$ cat src/rtl/range_pkg.sv
// Shared types and helpers for the multi-channel range finder.
package range_pkg;

  typedef enum logic [1:0] {
    IDLE  = 2'd0,
    RUN   = 2'd1,
    ERROR = 2'd2
  } range_state_t;

  // Channel-id width; a single channel still needs one bit of id.
  function automatic int unsigned ch_width(input int unsigned n);
    return (n > 1) ? $clog2(n) : 1;
  endfunction

endpackage

$ cat src/rtl/range_channel.sv
// One channel's go/finish session FSM with min/max/count accumulators.
module range_channel
  import range_pkg::*;
#(
  parameter int unsigned WIDTH     = 16,
  parameter int unsigned CNT_WIDTH = 16,
  parameter int unsigned SIGNED    = 0
) (
  input  logic                 clock,
  input  logic                 reset_n,
  input  logic                 hit,
  input  logic [WIDTH-1:0]     data_in,
  input  logic                 go,
  input  logic                 finish,
  output logic [WIDTH-1:0]     res_min_c,
  output logic [WIDTH-1:0]     res_max_c,
  output logic [CNT_WIDTH-1:0] res_count_c,
  output logic                 result_fire_c,
  output logic                 err_fire_c,
  output logic                 busy
);

  localparam logic [WIDTH-1:0] TYPE_MAX = (SIGNED != 0) ? ~(WIDTH'(1) << (WIDTH - 1)) : '1;
  localparam logic [WIDTH-1:0] TYPE_MIN = (SIGNED != 0) ?  (WIDTH'(1) << (WIDTH - 1)) : '0;

  range_state_t          state_q, state_d;
  logic [WIDTH-1:0]      min_q, min_d, max_q, max_d, new_min, new_max;
  logic [CNT_WIDTH-1:0]  cnt_q, cnt_d, cnt_inc;

  function automatic logic lt(input logic [WIDTH-1:0] a, input logic [WIDTH-1:0] b);
    if (SIGNED != 0) return $signed(a) < $signed(b);
    else             return a < b;
  endfunction

  // Accumulators as they would stand with this cycle's sample folded in.
  assign new_min = lt(data_in, min_q) ? data_in : min_q;
  assign new_max = lt(max_q, data_in) ? data_in : max_q;
  assign cnt_inc = (&cnt_q) ? cnt_q : cnt_q + CNT_WIDTH'(1);

  always_ff @(posedge clock or negedge reset_n) begin
    if (!reset_n) begin
      state_q <= IDLE;
      min_q   <= TYPE_MAX;
      max_q   <= TYPE_MIN;
      cnt_q   <= '0;
      busy    <= 1'b0;
    end else begin
      state_q <= state_d;
      min_q   <= min_d;
      max_q   <= max_d;
      cnt_q   <= cnt_d;
      busy    <= (state_d == RUN);
    end
  end

  always_comb begin
    state_d       = state_q;
    min_d         = min_q;
    max_d         = max_q;
    cnt_d         = cnt_q;
    result_fire_c = 1'b0;
    err_fire_c    = 1'b0;
    res_min_c     = new_min;
    res_max_c     = new_max;
    res_count_c   = cnt_inc;
    if (hit) begin
      unique case (state_q)
        IDLE: begin
          if (go && !finish) begin
            state_d = RUN;
            min_d   = data_in;
            max_d   = data_in;
            cnt_d   = CNT_WIDTH'(1);
          end else if (go && finish) begin
            result_fire_c = 1'b1;
            res_min_c     = data_in;
            res_max_c     = data_in;
            res_count_c   = CNT_WIDTH'(1);
          end else if (finish) begin
            state_d    = ERROR;
            err_fire_c = 1'b1;
          end
        end
        RUN: begin
          if (!go && !finish) begin
            min_d = new_min;
            max_d = new_max;
            cnt_d = cnt_inc;
          end else if (finish && !go) begin
            result_fire_c = 1'b1;
            state_d       = IDLE;
            min_d         = TYPE_MAX;
            max_d         = TYPE_MIN;
            cnt_d         = '0;
          end else if (go && !finish) begin
            min_d = data_in;
            max_d = data_in;
            cnt_d = CNT_WIDTH'(1);
          end else begin
            state_d    = ERROR;
            err_fire_c = 1'b1;
            min_d      = TYPE_MAX;
            max_d      = TYPE_MIN;
            cnt_d      = '0;
          end
        end
        ERROR: begin
          if (go && !finish) begin
            state_d = RUN;
            min_d   = data_in;
            max_d   = data_in;
            cnt_d   = CNT_WIDTH'(1);
          end
        end
        default: state_d = IDLE;
      endcase
    end
  end

endmodule

$ cat src/rtl/multi_range_finder.sv
// Multi-channel running min/max/count tracker on a shared time-multiplexed sample bus.
module multi_range_finder
  import range_pkg::*;
#(
  parameter int unsigned WIDTH     = 16,
  parameter int unsigned CHANNELS  = 4,
  parameter int unsigned CNT_WIDTH = 16,
  parameter int unsigned SIGNED    = 0,
  localparam int unsigned CH_W     = ch_width(CHANNELS)
) (
  input  logic                 clock,
  input  logic                 reset_n,
  input  logic [WIDTH-1:0]     data_in,
  input  logic                 data_valid,
  input  logic [CH_W-1:0]      chan,
  input  logic                 go,
  input  logic                 finish,
  output logic                 result_valid,
  output logic [CH_W-1:0]      result_chan,
  output logic [WIDTH-1:0]     range,
  output logic [WIDTH-1:0]     min_out,
  output logic [WIDTH-1:0]     max_out,
  output logic [CNT_WIDTH-1:0] count,
  output logic                 error,
  output logic [CHANNELS-1:0]  chan_busy
);

  typedef struct packed {
    logic [CH_W-1:0]      chan;
    logic [WIDTH-1:0]     range;
    logic [WIDTH-1:0]     min;
    logic [WIDTH-1:0]     max;
    logic [CNT_WIDTH-1:0] count;
  } result_t;

  logic [CHANNELS-1:0]  hit, fire, err_fire, busy;
  logic [WIDTH-1:0]     ch_min [CHANNELS];
  logic [WIDTH-1:0]     ch_max [CHANNELS];
  logic [CNT_WIDTH-1:0] ch_cnt [CHANNELS];
  logic [WIDTH-1:0]     sel_min, sel_max;
  logic [CNT_WIDTH-1:0] sel_cnt;
  logic                 bad_chan, any_fire, any_err;
  result_t              rec_q;
  logic                 valid_q, error_q;

  assign bad_chan = data_valid && (32'(chan) >= CHANNELS);

  for (genvar i = 0; i < CHANNELS; i++) begin : g_ch
    assign hit[i] = data_valid && (chan == CH_W'(i));

    range_channel #(
      .WIDTH     (WIDTH),
      .CNT_WIDTH (CNT_WIDTH),
      .SIGNED    (SIGNED)
    ) u_ch (
      .clock         (clock),
      .reset_n       (reset_n),
      .hit           (hit[i]),
      .data_in       (data_in),
      .go            (go),
      .finish        (finish),
      .res_min_c     (ch_min[i]),
      .res_max_c     (ch_max[i]),
      .res_count_c   (ch_cnt[i]),
      .result_fire_c (fire[i]),
      .err_fire_c    (err_fire[i]),
      .busy          (busy[i])
    );
  end

  // Only the addressed channel can fire, so a plain select is enough.
  always_comb begin
    sel_min = '0;
    sel_max = '0;
    sel_cnt = '0;
    for (int i = 0; i < CHANNELS; i++) begin
      if (fire[i]) begin
        sel_min = ch_min[i];
        sel_max = ch_max[i];
        sel_cnt = ch_cnt[i];
      end
    end
  end

  assign any_fire = |fire;
  assign any_err  = (|err_fire) || bad_chan;

  always_ff @(posedge clock or negedge reset_n) begin
    if (!reset_n) begin
      rec_q   <= '0;
      valid_q <= 1'b0;
      error_q <= 1'b0;
    end else begin
      valid_q <= any_fire;
      error_q <= any_err;
      if (any_fire || any_err) rec_q.chan <= chan;
      if (any_fire) begin
        rec_q.min   <= sel_min;
        rec_q.max   <= sel_max;
        rec_q.range <= sel_max - sel_min;
        rec_q.count <= sel_cnt;
      end
    end
  end

  assign result_valid = valid_q;
  assign error        = error_q;
  assign result_chan  = rec_q.chan;
  assign range        = rec_q.range;
  assign min_out      = rec_q.min;
  assign max_out      = rec_q.max;
  assign count        = rec_q.count;
  assign chan_busy    = busy;

endmodule

$ cat config.mk
export PLATFORM = sky130hd
export DESIGN_NAME = multi_range_finder
export DESIGN_NICKNAME = d
export VERILOG_FILES = /design/src/rtl/range_pkg.sv /design/src/rtl/range_channel.sv /design/src/rtl/multi_range_finder.sv
export SDC_FILE = /design/constraint.sdc
export NUM_CORES = 1
export LEC_CHECK = 0
export CAP_MARGIN = 0
export CORE_UTILIZATION = 35
export DETAILED_ROUTE_END_ITERATION = 8
export PLACE_DENSITY = 0.59
export SETUP_SLACK_MARGIN = 0.02
export SKIP_CTS_REPAIR_TIMING = 1
export SLEW_MARGIN = 20
export SYNTH_ARGS = -nofsm -noshare
export SYNTH_HDL_FRONTEND = slang
export SYNTH_HIERARCHICAL = 1
export SYNTH_SLANG_ARGS = --single-unit
$ cat constraint.sdc
create_clock -name clock -period 4.33 [get_ports clock]
set_clock_uncertainty 0.15 [all_clocks]
set_input_delay 1.0825 -clock clock [delete_from_list [all_inputs] [get_ports clock]]
set_output_delay 1.0825 -clock clock [all_outputs]
set_load 0.01 [all_outputs]
* Word-level counts from Yosys, hierarchy flattened *
Index checks and enable logic that the tools add are counted.

operators by class
  multiplexer cells = 166
  order comparisons = 8
  equal/unequal tests = 19
  $add $sub $neg = 5
  reduce and logical (&&, ||, !) cells = 34

operators by type and width
  operator               number
  $mux 16                91
  $pmux 16 s2            12
  $lt 16x16->1           8
  $add 16x1->16 const B  4
  $mux 2                 32
  $reduce_and 16->1      4
  $pmux 2 s3             4
  $mux 1                 19
  $eq 2x1->1 const B     9
  $pmux 1 s2             8
  $sub 16x16->16         1
  $eq 2x2->1 const B     6
  $reduce_and 3->1       4
  $logic_not 2->1        5
  $logic_and 1x1->1      8
  $ne 2x1->1 const B     4
  $reduce_bool 2->1      4
  $reduce_or 2->1        4
  $reduce_or 4->1        2
  $logic_not 1->1        2
  $logic_or 1x1->1       1

word-level totals
  output and inout port bits = 72
  bits in registers = 272
  word-level logic and storage cells = 259

* Depth between registers and ports, before layout *
  word-level depth = 11
  mapped depth = 22

* Hierarchy *
Netlist, hierarchy kept.

modules (own cells, without submodules)
  module                            sequential area each (um^2)  cells each  area an instance (um^2)  times used
  range_channel (g_ch[1].u_ch ...)  1296.2                       458         3931.3                   2
  multi_range_finder                1701.6                       519         4391.7                   1
  range_channel (g_ch[0].u_ch)      1296.2                       436         3957.5                   1
  range_channel (g_ch[3].u_ch)      1296.2                       417         3896.2                   1

* Worst setup path before layout *
OpenSTA, ideal clock, no wires.

  kind = input port to flip-flop
  start point = in data_in[2]
  end point = reg range[14] (netlist name)
  data required time = 4.049 ns
  library setup time = 0.131 ns
  cell stages on the path = 22
  arrival = 4.999 ns
  buffers on the path = 2
  path slack = -0.951 ns
  cells stage by stage = inv_1 -> ha_1 -> a211o_1 -> a31oi_1 -> o221ai_1 -> a211o_1 -> nor2b_4 -> buf_6 -> buf_6 -> mux2_4 -> a22oi_1 -> nor2_1 -> a21oi_1 -> nor2_1 -> a21o_1 -> ha_1 -> a211oi_1 -> clkinv_1 -> o31ai_2 -> o221ai_2 -> and4b_1 -> or3_1

RTL lines
  item         RTL line                  source
  from (decl)  multi_range_finder.sv:13  input logic [WIDTH-1:0] data_in,

==> metrics <==
type of origin of the critical path input port; Clock Root Buffer clkbuf_16; endpoint class of the critical path flop; P_leak ~0.013 uW; Placer Congestion 0.923; DRT iter0 DRCs between 1,000 and 1,500; Core Rows 87; CTS Buffer Depth 3; Max Cap Viol 0; worst min path class flop to flop; layout net count 2,912; hold_ws 0.325 ns; Starting Density 35.5%; fraction of registers with async set or reset after synthesis 100%; average wire per standard cell 20.9 um; Worst-Skew Late Latency 0.56 ns; Yosys top cell area share 25.9%; Synthesis Warnings 6; largest net degree at the start of global routing just over 70; antenna violations before repair 0; die height 242 um; Multi-input gate area 12,900 um2; top_reg_cell synth dfrtp_1; # port buffers 94; Post-DRT Antenna Nets 0; CP arrival 5.39 ns; Num CTS Buffers 35; first-pass GRT wire length 114 mm; IO Pins 95; Mapped Cells 2,288; Clk pin slew, worst setup/hold paths ~0.060 ns; Pins Over Slew Limit 0; Post-Syn Area about 20,000 um2; chip width 242 um; Final min period 5.10 ns; cell taking the most area after synthesis dfrtp_1; status finished, violations left; Pre-Repair DR Iteration Count 5; drt drc 0; Via Count 20,052; register area between 6000 and 7000 um2; Slew Limit Headroom a little under a third; Yosys reg bits between 200 and 300; vias in the first global route 19,775; drt total wl 73.6 mm; met2 GRT Util 40.5%; dominant cells by area after synthesis dfrtp_1, ha_1, dfstp_2; CTS Sinks 272; CP required 4.62 ns; unrepaired setup endpoints after global routing true; CTS tree yes; DP Area 25,100 um2; vias per cell 5.68; maximum vdd ir drop 0.000271 V; Crit Path Category input port to flop; design area ~27,000 um2; Setup WS post-layout -0.770 ns; die area about 58,000 um2; post-route clock period utilization 118%; number of synthesized flops with an enable pin 0; met3 usage roughly 3.6%; Final TNS setup -7.33 ns; fillers 5,348; share of cells above drive strength 1 between 30% and 40%; busiest layer in global routing met2; H-tree Lvls 2; failing checks negative setup slack; Power Density around 470 nW/um2; maximum fanout along the worst path 3; diode count 0; Mean Syn Cell Area 8.79 um2; FMAX 0.196 GHz; final setup fails 14; area of the core 56,600 um2; Final Hold Fails 0; GRT overflow 0; Post-Syn Nets 2,451; library cells used by synthesis 92; Total Routing Usage GR approximately 24%; synth-to-layout area growth 35.4%; global routing usage on met1 between 30% and 40%; worst slew pin tran 1.03 ns; sequential element share of the synthesized area between 30% and 40%; hpwl dp around 55 mm
## placed cells by master, fill, tap and decap left out, types with 31 or more instances in the layout
master / count
nor2_1: 136
clkbuf_16: 37
dfrtp_1: 208
buf_4: 421
dfstp_2: 64
o21ai_1: 33
xnor2_1: 31
a21o_1: 43
inv_1: 139
a21oi_1: 145
mux2_2: 42
ha_1: 115
a31oi_1: 38
o21ai_0: 184
mux2i_1: 38
nand3_1: 62
o22a_1: 71
clkdlybuf4s50_1: 75
nand2_1: 201
buf_6: 31
## per-layer routing
layer | up-vias | part of all wire [%]
met5 | - | 0
met4 | 0 | 3.8
met3 | 136 | 5.3
met2 | 601 | 47
met1 | 9938 | 44
li1 | 9377 | -
## metrics by stage
step | setup WS (ns) | util, % | total power [uW] | std cells
finish | -0.770 | 48.1 | 12700 | 3531
global route | -0.929 | 48.1 | 13400 | 3531
CTS | -1.48 | 46.3 | 12400 | 3506
detailed placement | -2.05 | 44.3 | 9450 | 3443
global placement | -1.98 | 44.3 | 9310 | 3443
floorplan | -0.802 | - | 6770 | 2288
## where the power goes
| part | leakage [uW] | switching, uW | total [uW] | internal (uW) |
|---|---|---|---|---|
| registers | 0.00330 | 579 | 4050 | 3470 |
| clock network | 0.000568 | 1220 | 2940 | 1710 |
| logic | 0.00874 | 2640 | 5680 | 3040 |
## critical path: stages
cell	delay, ns
clkdlybuf4s50_1	0.53
buf_4	0.16
nor3b_2	0.19
buf_4	0.15
nand4_1	0.13
nor2_2	0.17
buf_6	0.15
nor2_4	0.05
mux2_4	0.31
a22oi_2	0.20
nor2_4	0.09
a21oi_2	0.16
nor2_2	0.05
a21o_1	0.16
ha_2	0.20
fa_2	0.42
nor2b_4	0.13
o31a_1	0.28
o31ai_4	0.11
o221ai_2	0.20
nor4b_2	0.07
or3_1	0.36
## flip-flops by register name, indices dropped and copies added (netlist names), 4 cells and up
| signal | cells |
|---|---|
| max_out | 16 |
| count | 16 |
| g_ch.u_ch/cnt_q | 64 |
| g_ch.u_ch/state_q | 8 |
| min_out | 16 |
| g_ch.u_ch/min_q | 64 |
| g_ch.u_ch/max_q | 64 |
| range | 16 |
| g_ch.u_ch/busy | 4 |
## Yosys cell counts, types with 26 or more instances
master	instances
nand3_1	63
o22a_1	71
o21ai_0	193
o2bb2a_1	26
mux2_2	48
nor3_1	33
xnor2_1	34
ha_1	139
xor2_1	26
nor2b_1	30
a21o_1	43
inv_1	146
a31oi_1	41
dfstp_2	64
nand4_1	30
dfrtp_1	208
o21ai_1	27
clkbuf_1	75
a221oi_1	35
buf_2	40
nor2_1	144
nand2_1	203
mux2i_1	38
a21oi_1	171
## path summary, 6_finish.rpt
kind,cells past startpoint,endpoint,start,slack [ns]
min in group asynchronous,1,g_ch[3].u_ch/cnt_q[13],reset_n,0.35
setup / recovery,22,range[14],data_valid,-0.77
setup reg to reg,20,range[14],g_ch[1].u_ch/min_q[13],-0.57
max in group asynchronous,2,g_ch[2].u_ch/max_q[4],reset_n,2.59
hold reg to reg,2,min_out[12],min_out[12],0.33
hold / removal,2,min_out[12],min_out[12],0.33
## logic make-up after synthesis
group | count (synthesis) | share of synthesized area [%]
AO/OA/AOI/OAI | 790 | 26.3
AND/OR/NAND/NOR | 629 | 15.7
buffers and inverters | 289 | 6.13
flip-flops | 272 | 34.2
adder cells (fa/ha/maj) | 140 | 8.75
multiplexers | 108 | 6.19
XOR/XNOR | 60 | 2.61
## cell type report
class / count / share of cell area (%)
clock inverter: 10 / 0.198
tap: 756 / 3.47
timing repair buffer: 563 / 17.7
clock buffer: 53 / 3.95
inverter: 150 / 2.12
sequential: 272 / 25.3
multi-input combinational: 1727 / 47.3
Note: power is estimated with default switching activity, not from simulation.
